[config.mk]
export PLATFORM = sky130hd
export DESIGN_NAME = fifo_burst_writer
export DESIGN_NICKNAME = d
export VERILOG_FILES = /design/src/rtl/fifo_pkg.sv /design/src/rtl/burst_lfsr.sv /design/src/rtl/fifo_burst_writer.sv
export SDC_FILE = /design/constraint.sdc
export NUM_CORES = 1
export LEC_CHECK = 0
export ABC_AREA = 0
export CORE_MARGIN = 2
export CORE_UTILIZATION = 55
export DETAILED_ROUTE_END_ITERATION = 10
export GPL_TIMING_DRIVEN = 0
export HOLD_SLACK_MARGIN = 0.05
export PLACE_DENSITY_LB_ADDON = 0.3
export SLEW_MARGIN = 25
export SYNTH_ARGS = -nofsm -noshare
export SYNTH_HDL_FRONTEND = slang
export SYNTH_SLANG_ARGS = --single-unit
[constraint.sdc]
create_clock -name wclk -period 2.5 [get_ports wclk]
set_input_delay 0.375 -clock wclk [delete_from_list [all_inputs] [get_ports wclk]]
set_output_delay 0.375 -clock wclk [all_outputs]
set_load 0.01 [all_outputs]
[src/rtl/fifo_pkg.sv]
// Shared types and constants for the async FIFO
// traffic source and checker.
package fifo_pkg;

  localparam int DSIZE = 8;
  localparam int ASIZE = 8;
  localparam int LEN_W = 10;

  typedef enum logic {
    INCR = 1'b0,
    LFSR = 1'b1
  } burst_mode_e;

  typedef enum logic [1:0] {
    IDLE  = 2'd0,
    WRITE = 2'd1,
    GAP   = 2'd2,
    DONE  = 2'd3
  } writer_state_e;

  // x^8+x^6+x^5+x^4+1 as taps on bits 7,5,4,3
  localparam logic [7:0] LFSR_TAPS = 8'hB8;

endpackage

[src/rtl/burst_lfsr.sv]
// Next-word generator: increment or LFSR step, or seed load.
// Ports: cur (current word), mode, load, seed -> nxt.
module burst_lfsr
  import fifo_pkg::*;
#(
  parameter int DSIZE = fifo_pkg::DSIZE
) (
  input  logic [DSIZE-1:0] cur,
  input  burst_mode_e      mode,
  input  logic             load,
  input  logic [DSIZE-1:0] seed,
  output logic [DSIZE-1:0] nxt
);

  logic [DSIZE-1:0] taps;
  logic [DSIZE-1:0] one;

  assign taps = DSIZE'(LFSR_TAPS);
  assign one  = DSIZE'(1);

  always_comb begin
    nxt = cur;
    unique case (1'b1)
      load: begin
        // all-zero is the LFSR lock-up state
        if (mode == LFSR && seed == '0)
          nxt = one;
        else
          nxt = seed;
      end
      (!load && mode == LFSR):
        nxt = {cur[DSIZE-2:0], ^(cur & taps)};
      (!load && mode == INCR):
        nxt = cur + one;
      default: nxt = cur;
    endcase
  end

endmodule

[src/rtl/fifo_burst_writer.sv]
// Write-side burst source for the async FIFO.
// Ports: wclk/wrst, start+burst_len/gap/mode/seed,
// wfull -> winc/wdata, busy, done, wr_count.
module fifo_burst_writer
  import fifo_pkg::*;
#(
  parameter int DSIZE = fifo_pkg::DSIZE,
  parameter int LEN_W = fifo_pkg::LEN_W,
  parameter int GAP_W = 4
) (
  input  logic             wclk,
  input  logic             wrst,
  input  logic             start,
  input  logic [LEN_W-1:0] burst_len,
  input  logic [GAP_W-1:0] gap,
  input  logic             mode,
  input  logic [DSIZE-1:0] seed,
  input  logic             wfull,
  output logic             winc,
  output logic [DSIZE-1:0] wdata,
  output logic             busy,
  output logic             done,
  output logic [LEN_W-1:0] wr_count
);

  writer_state_e    state_q;
  writer_state_e    state_d;
  logic [LEN_W-1:0] len_q;
  logic [GAP_W-1:0] gap_q;
  logic [GAP_W-1:0] gap_cnt_q;
  burst_mode_e      mode_q;
  burst_mode_e      mode_sel;
  logic             accept;
  logic [LEN_W-1:0] cnt_inc;
  logic [DSIZE-1:0] data_nxt;

  assign accept   = (state_q == IDLE) && start;
  assign cnt_inc  = wr_count + 1'b1;
  assign mode_sel = accept ? burst_mode_e'(mode)
                           : mode_q;

  burst_lfsr #(.DSIZE(DSIZE)) u_gen (
    .cur  (wdata),
    .mode (mode_sel),
    .load (accept),
    .seed (seed),
    .nxt  (data_nxt)
  );

  always_comb begin
    state_d = state_q;
    winc    = 1'b0;
    unique case (state_q)
      IDLE: begin
        if (start)
          state_d = (burst_len == '0) ? DONE
                                      : WRITE;
      end
      WRITE: begin
        if (!wfull) begin
          winc = 1'b1;
          if (cnt_inc == len_q)
            state_d = DONE;
          else if (gap_q != '0)
            state_d = GAP;
        end
      end
      GAP: begin
        if (gap_cnt_q <= GAP_W'(1))
          state_d = WRITE;
      end
      DONE:    state_d = IDLE;
      default: state_d = IDLE;
    endcase
  end

  assign busy = (state_q != IDLE);
  assign done = (state_q == DONE);

  always_ff @(posedge wclk) begin
    if (wrst) begin
      state_q   <= IDLE;
      len_q     <= '0;
      gap_q     <= '0;
      gap_cnt_q <= '0;
      mode_q    <= INCR;
      wdata     <= '0;
      wr_count  <= '0;
    end else begin
      state_q <= state_d;
      if (accept) begin
        len_q    <= burst_len;
        gap_q    <= gap;
        mode_q   <= burst_mode_e'(mode);
        wdata    <= data_nxt;
        wr_count <= '0;
      end else if (winc) begin
        wdata     <= data_nxt;
        wr_count  <= cnt_inc;
        gap_cnt_q <= gap_q;
      end else if (state_q == GAP) begin
        gap_cnt_q <= gap_cnt_q - 1'b1;
      end
    end
  end

endmodule

==> impl_metrics.env, run 1 <==
export IMPL_chipWidth_um=67.5
export IMPL_wl_um=5770
export IMPL_vias_per_cell=5.70
export IMPL_slowest_stage="clkdlybuf4s50_1"
export IMPL_syn_area_um2=2220
export IMPL_wl_met1_um=2640
export IMPL_yosysTopAreaCellShare_pct=35.2
export IMPL_vias=2227
export IMPL_cts_made_buffers=5
export IMPL_ys_warn_count=0
export IMPL_maxSlewHeadroom_pct=63.0
export IMPL_min_period_ns=2.26
export IMPL_worst_ep_arrival_time_ns=1.88
export IMPL_hpwl_um=4070
export IMPL_path_cells="clkdlybuf4s50_1 -> or3b_1 -> buf_6 -> clkinv_4 -> buf_4 -> dlygate4sd2_1"
export IMPL_r2r_start="state_q[0]"
export IMPL_syn_inst=286
export IMPL_synth_nets=318
export IMPL_seq_area_frac_synth_pct=35.2
export IMPL_ant_nets=0
export IMPL_dr_wl_met3_um=432
export IMPL_grt_pass1_vias=1914
export IMPL_grt_ovfl_total=0
export IMPL_gp_congestion=0.900
export IMPL_root_buffer="clkbuf_8"
export IMPL_worstHoldStart="len_q[1]"
export IMPL_drc=0
export IMPL_wl_per_cell_um=14.8
export IMPL_start_kind="input pin"
export IMPL_pin_count=48
export IMPL_holdBufCountCts=0
export IMPL_hp_class="reg -> reg"
export IMPL_die_h_um=67.5
export IMPL_grt_usage_pct=27.2
export IMPL_outcome="completed"
export IMPL_clk_pin_slew_ns=0.08
export IMPL_ys_seq_elements=39
export IMPL_top_layer_used="met4"
export IMPL_grt_pass1_wl_um=9190
export IMPL_core_area_um2=3940
export IMPL_n_antenna_cell=0
export IMPL_final_setup_tns_ns=0
export IMPL_clk_latency_ns=0.30
export IMPL_finalClockSkew_ns=0.00485
export IMPL_netlist_top_cells_area="dfxtp_1 (35%), nand2_1 (8.5%), a21oi_1 (7.2%)"
export IMPL_syn_to_final_growth_pct=29.9
export IMPL_n_fill_cell=293
export IMPL_grt_antenna_before_repair=0
export IMPL_synth_top_area_cell="dfxtp_1"
export IMPL_drtIter0Drc=174
export IMPL_ys_dominant_reg_cell="dfxtp_1"
export IMPL_cp_slowest_stage_delay_ns=0.41
export IMPL_critPathKind="in -> out"
export IMPL_dieArea_um2=4560
export IMPL_synthArstFlopShare_pct=0
export IMPL_synth_distinct_cells=54
export IMPL_rsz0062_at_grt="false"
export IMPL_endpoint_kind="output pin"
export IMPL_peakVddDrop_mv=0.477
export IMPL_routed_wl_met2_um=2640
export IMPL_fp_row_count=23
export IMPL_clock_path_buffers=2
export IMPL_leakage_nw=1.00
export IMPL_htree_levels=2
export IMPL_dpl_cell_area_um2=2750
export IMPL_synth_edff_count=0
export IMPL_nets=372
export IMPL_cts_tree="done"
export IMPL_critical_path_max_fanout=10
export IMPL_place_port_buffers=47
export IMPL_required_ns=2.12
export IMPL_fin_area_um2=2880
export IMPL_first_pass_iters=4
export IMPL_avgSynthCellArea_um2=7.76
export IMPL_crit_start="wfull"
export IMPL_setup_viol=0
export IMPL_worst_slew_pin_slew_ns=0.556
export IMPL_p_per_area_nw_per_um2=642
export IMPL_cts_sinks=39
export IMPL_fin_crit_sh_pct=90.3
export IMPL_cts_resized=1
export IMPL_cts_setup_buffers=0
export IMPL_start_util_pct=56.3
export IMPL_grt_max_degree=13
export IMPL_drv_cap=0
export IMPL_hold_viol_final=0
export IMPL_final_core_util_pct=73.1
export IMPL_holdWs_ns=0.473
export IMPL_drive_gt1_share_pct=6.45
export IMPL_maxSlewViolCount=0
export IMPL_fmax_ghz=0.443
## state kept, by name, summed over array words and instances (netlist names)
signal / count
gap_q: 4
state_q: 2
mode_q: 1
wdata: 8
len_q: 10
gap_cnt_q: 4
wr_count: 10
## synth_stat cells, types with 2 or more instances
master / n
a211oi_2: 2
nand3b_1: 2
o31ai_1: 2
xor2_1: 7
or4_1: 2
inv_1: 5
nor4_1: 6
clkbuf_1: 10
a21o_1: 2
nor2_1: 26
a31oi_1: 3
xnor2_1: 16
mux2i_1: 2
a311o_1: 2
o21ai_0: 6
buf_2: 5
ha_1: 5
dfxtp_1: 39
and3_1: 3
or3_1: 3
nor3_1: 8
a21oi_1: 32
o21ai_1: 2
nand4_1: 3
o211ai_1: 4
nor2b_1: 3
nand2_1: 50
nand2b_1: 4
and2_1: 2
nand3_1: 3
a211oi_1: 4
## cell type report
cell class                      instances  area (um^2)  share of cell area, %
Sequential cell                        39          781                   27.1
Inverter                                6         27.5                  0.955
Multi-Input combinational cell        223         1330                   46.0
Clock inverter                          2         60.1                   2.08
Tap cell                               50         62.6                   2.17
Buffer                                 18         85.1                   2.95
Clock buffer                            6         72.6                   2.52
Timing Repair Buffer                   47          469                   16.3
## layout by cell type, fill, tap and decap left out, drive strengths merged, types with 4 or more instances in the layout
cell,Yosys,layout
nand2,50,50
clkdlybuf4s50,0,46
dfxtp,39,39
a21oi,33,33
nor2,26,26
xnor2,16,16
clkbuf,10,16
nor3,8,8
o21ai,8,8
buf,8,8
xor2,7,7
nor4,6,6
a211oi,6,6
inv,5,5
ha,5,5
nand2b,4,4
o211ai,4,4
nand3,4,4
## critical path, delay by kind of cell
kind	cells	cell delay, ns
buffers and inverters	5	1.12
and+or+nand+nor	1	0.37
## per-layer routing
layer  vias to the layer above  global-route usage [%]
li1                       1118                       -
met1                      1027                    38.1
met2                        76                    42.6
met3                         6                    4.00
met4                         0                    9.18
met5                         -                       0
## cell families (layout without fill, tap and decap cells)
kind of cell	count (synthesis)	in the layout	synth area share (%)
AO/OA/AOI/OAI	71	71	20.6
flip-flops	39	39	35.2
multiplexers	2	2	0.902
XOR/XNOR	23	23	9.08
buffers and inverters	24	79	5.08
AND/OR/NAND/NOR	122	122	26.3
adder cells (fa/ha/maj)	5	5	2.82
## through the flow
stage / total power [mW] / cells / worst slack [ns]
CTS: 1.85 / 391 / 0.240
global placement: 1.21 / 383 / -0.0305
global route: 1.94 / 391 / 0.199
detailed placement: 1.22 / 383 / -0.00887
finish: 1.85 / 391 / 0.242
floorplan: 1.04 / 286 / 0.903
## power breakdown
group          leakage, nW  switching [mW]  internal [mW]  total (mW)
Clock               0.0654           0.235          0.399       0.634
Sequential           0.319          0.0652          0.678       0.743
Combinational        0.619           0.247          0.227       0.474
Total                 1.00           0.547           1.30        1.85
## worst paths after layout
| kind | depth (start not counted) | slack [ns] | end |
|---|---|---|---|
| min | 2 | 0.47 | len_q[1] |
| min reg2reg | 2 | 0.47 | len_q[1] |
| max reg2reg | 6 | 0.68 | len_q[4] |
| max | 6 | 0.24 | winc |
No activity file was read; power rests on OpenSTA's default activity.
==> inputs of run 2 (changes only) <==
- SLEW_MARGIN: 25 -> default
==> results of run 2 <==
Final layout, timing and power as in run 1 (identical DEF).
==> inputs of run 3 (changes only) <==
- SKIP_CTS_REPAIR_TIMING: default -> 1
==> run 3 against run 2 <==
  * Global-route usage stayed put
  * Die area stayed put
  * Non-clock buffer count stayed put
  * Critical path depth stayed put
  * Hold slack stayed put
  * Worst setup slack better by 0.11 ns
  * Flip-flop and latch count stayed put
  * Critical path type unchanged
==> impl_metrics.env, run 3 (synthesized netlist as in run 1, its figures left out) <==
export IMPL_outcome="completed"
export IMPL_start_kind="input pin"
export IMPL_endpoint_kind="output pin"
export IMPL_maxSlewViolCount=0
export IMPL_core_area_um2=3940
export IMPL_hp_class="reg -> reg"
export IMPL_clk_pin_slew_ns=0.08
export IMPL_rsz0062_at_grt="false"
export IMPL_finalClockSkew_ns=0.00485
export IMPL_rrSetupSlack_ns=0.68
export IMPL_power_frac_seq_pct=40.1
export IMPL_p_sw_mw=0.547
export IMPL_required_ns=2.12
export IMPL_dp_cells=383
export IMPL_htree_levels=2
export IMPL_fin_crit_sh_pct=86.0
export IMPL_largestRegisters="len_q (10), wr_count (10), wdata (8)"
export IMPL_grt_pass1_vias=1914
export IMPL_fp_row_count=23
export IMPL_finalNonFillerCells=391
export IMPL_r2r_cells=6
export IMPL_drive_gt1_share_pct=6.45
export IMPL_critical_path_max_fanout=10
export IMPL_n_antenna_cell=0
export IMPL_place_port_buffers=47
export IMPL_p_int_mw=1.30
export IMPL_sw_frac_of_total_pct=29.5
export IMPL_chipWidth_um=67.5
export IMPL_die_h_um=67.5
export IMPL_clock_path_buffers=2
export IMPL_grt_max_degree=13
export IMPL_holdPathEnd="len_q[1]"
export IMPL_n_fill_cell=294
export IMPL_wl_um=5780
export IMPL_worstHoldStart="len_q[1]"
export IMPL_wl_per_cell_um=14.8
export IMPL_worst_ep_arrival_time_ns=1.78
export IMPL_cts_sinks=39
export IMPL_layout_commonest_cell="nand2_1"
export IMPL_grt_ovfl_total=0
export IMPL_critPathKind="in -> out"
export IMPL_first_pass_iters=4
export IMPL_nets=372
export IMPL_worst_slew_pin_slew_ns=0.557
export IMPL_p_clk_share_pct=34.2
export IMPL_power_mw=1.85
export IMPL_dieArea_um2=4560
export IMPL_fmax_ghz=0.465
export IMPL_whs_path_depth=2
export IMPL_hold_viol_final=0
export IMPL_min_period_ns=2.15
export IMPL_fin_ws_ns=0.349
export IMPL_hpwl_um=4070
export IMPL_mostFrequentLayoutCells="nand2_1 (50), clkdlybuf4s50_1 (46), dfxtp_1 (39), a21oi_1 (32), nor2_1 (26)"
export IMPL_start_util_pct=56.3
export IMPL_grt_pass1_wl_um=9190
export IMPL_drv_cap=0
export IMPL_r2r_end="len_q[4]"
export IMPL_grt_antenna_before_repair=0
export IMPL_pre_cts_slack_ns=-0.00887
export IMPL_pin_count=48
export IMPL_ant_nets=0
export IMPL_combPwrFrac_pct=25.6
export IMPL_cts_tree="done"
export IMPL_r2r_start="state_q[0]"
export IMPL_maxSlewHeadroom_pct=62.9
export IMPL_leakage_nw=1.02
export IMPL_grt_usage_pct=27.2
export IMPL_p_per_area_nw_per_um2=641
export IMPL_setup_viol=0
export IMPL_vias=2226
export IMPL_clk_latency_ns=0.30
export IMPL_drtIter0Drc=174
export IMPL_vias_per_cell=5.69
export IMPL_root_buffer="clkbuf_8"
export IMPL_cts_made_buffers=5
export IMPL_drc=0
export IMPL_peakVddDrop_mv=0.477
export IMPL_gp_congestion=0.900
export IMPL_syn_to_final_growth_pct=30.1
## run 3: cell count changes in the layout (fill, tap and decap cells not counted), sizes merged
cell          change
dlygate4sd2       -1
dlymetal6s2s      +1
## run 3: how the worst max path moves through the flow
stage	startpoint	end	slack, ns	cells after the start
4_1_cts	wfull	winc	-0.03	6
6_report	wfull	winc	0.35	6
3_5_place_dp	wfull	winc	-0.009	6
2_1_floorplan	wfull	wdata[5]	0.90	6
3_3_place_gp	wfull	winc	-0.03	6
5_1_grt	wfull	winc	0.31	6
## run 3: cell type report
class	instances	area [um^2]	area share (%)
Sequential cell	39	781	27.0
Inverter	6	27.5	0.954
Clock inverter	2	60.1	2.08
Timing Repair Buffer	47	473	16.4
Multi-Input combinational cell	223	1330	45.9
Buffer	18	85.1	2.95
Tap cell	50	62.6	2.17
Clock buffer	6	72.6	2.51
## run 3: metrics by stage
| stage | instance area, um^2 | setup TNS (ns) | hold slack, ns | util (%) |
|---|---|---|---|---|
| floorplan | 2220 | 0 | 0.446 | - |
| global placement | 2750 | -0.0305 | 0.456 | 69.8 |
| detailed placement | 2750 | -0.00887 | 0.461 | 69.8 |
| CTS | 2880 | -0.0329 | 0.471 | 73.2 |
| global route | 2890 | 0 | 0.504 | 73.2 |
| finish | 2890 | 0 | 0.473 | 73.2 |
## run 3: power by group through the flow
stage	combinational, mW	clock, mW	sequential [mW]
floorplan	0.295	0	0.749
global placement	0.460	0	0.754
detailed placement	0.468	0	0.755
CTS	0.472	0.638	0.741
global route	0.519	0.666	0.751
finish	0.475	0.634	0.743
## run 3: critical path, cell delays in order
cell and delay (ns):
clkdlybuf4s50_1 0.41, or3b_1 0.37, buf_6 0.16, clkinv_4 0.07, buf_4 0.19, dlymetal6s2s_1 0.18
## run 3: layer usage
layer  up-vias  track usage [%]  share of wire [%]  wire, um
li1       1118                -                  -         -
met2        78             42.6                 46      2640
met4         0             9.18               0.93        54
met5         -                0                  0         0
met1      1024             38.1                 46      2650
met3         6             4.00                7.5       432
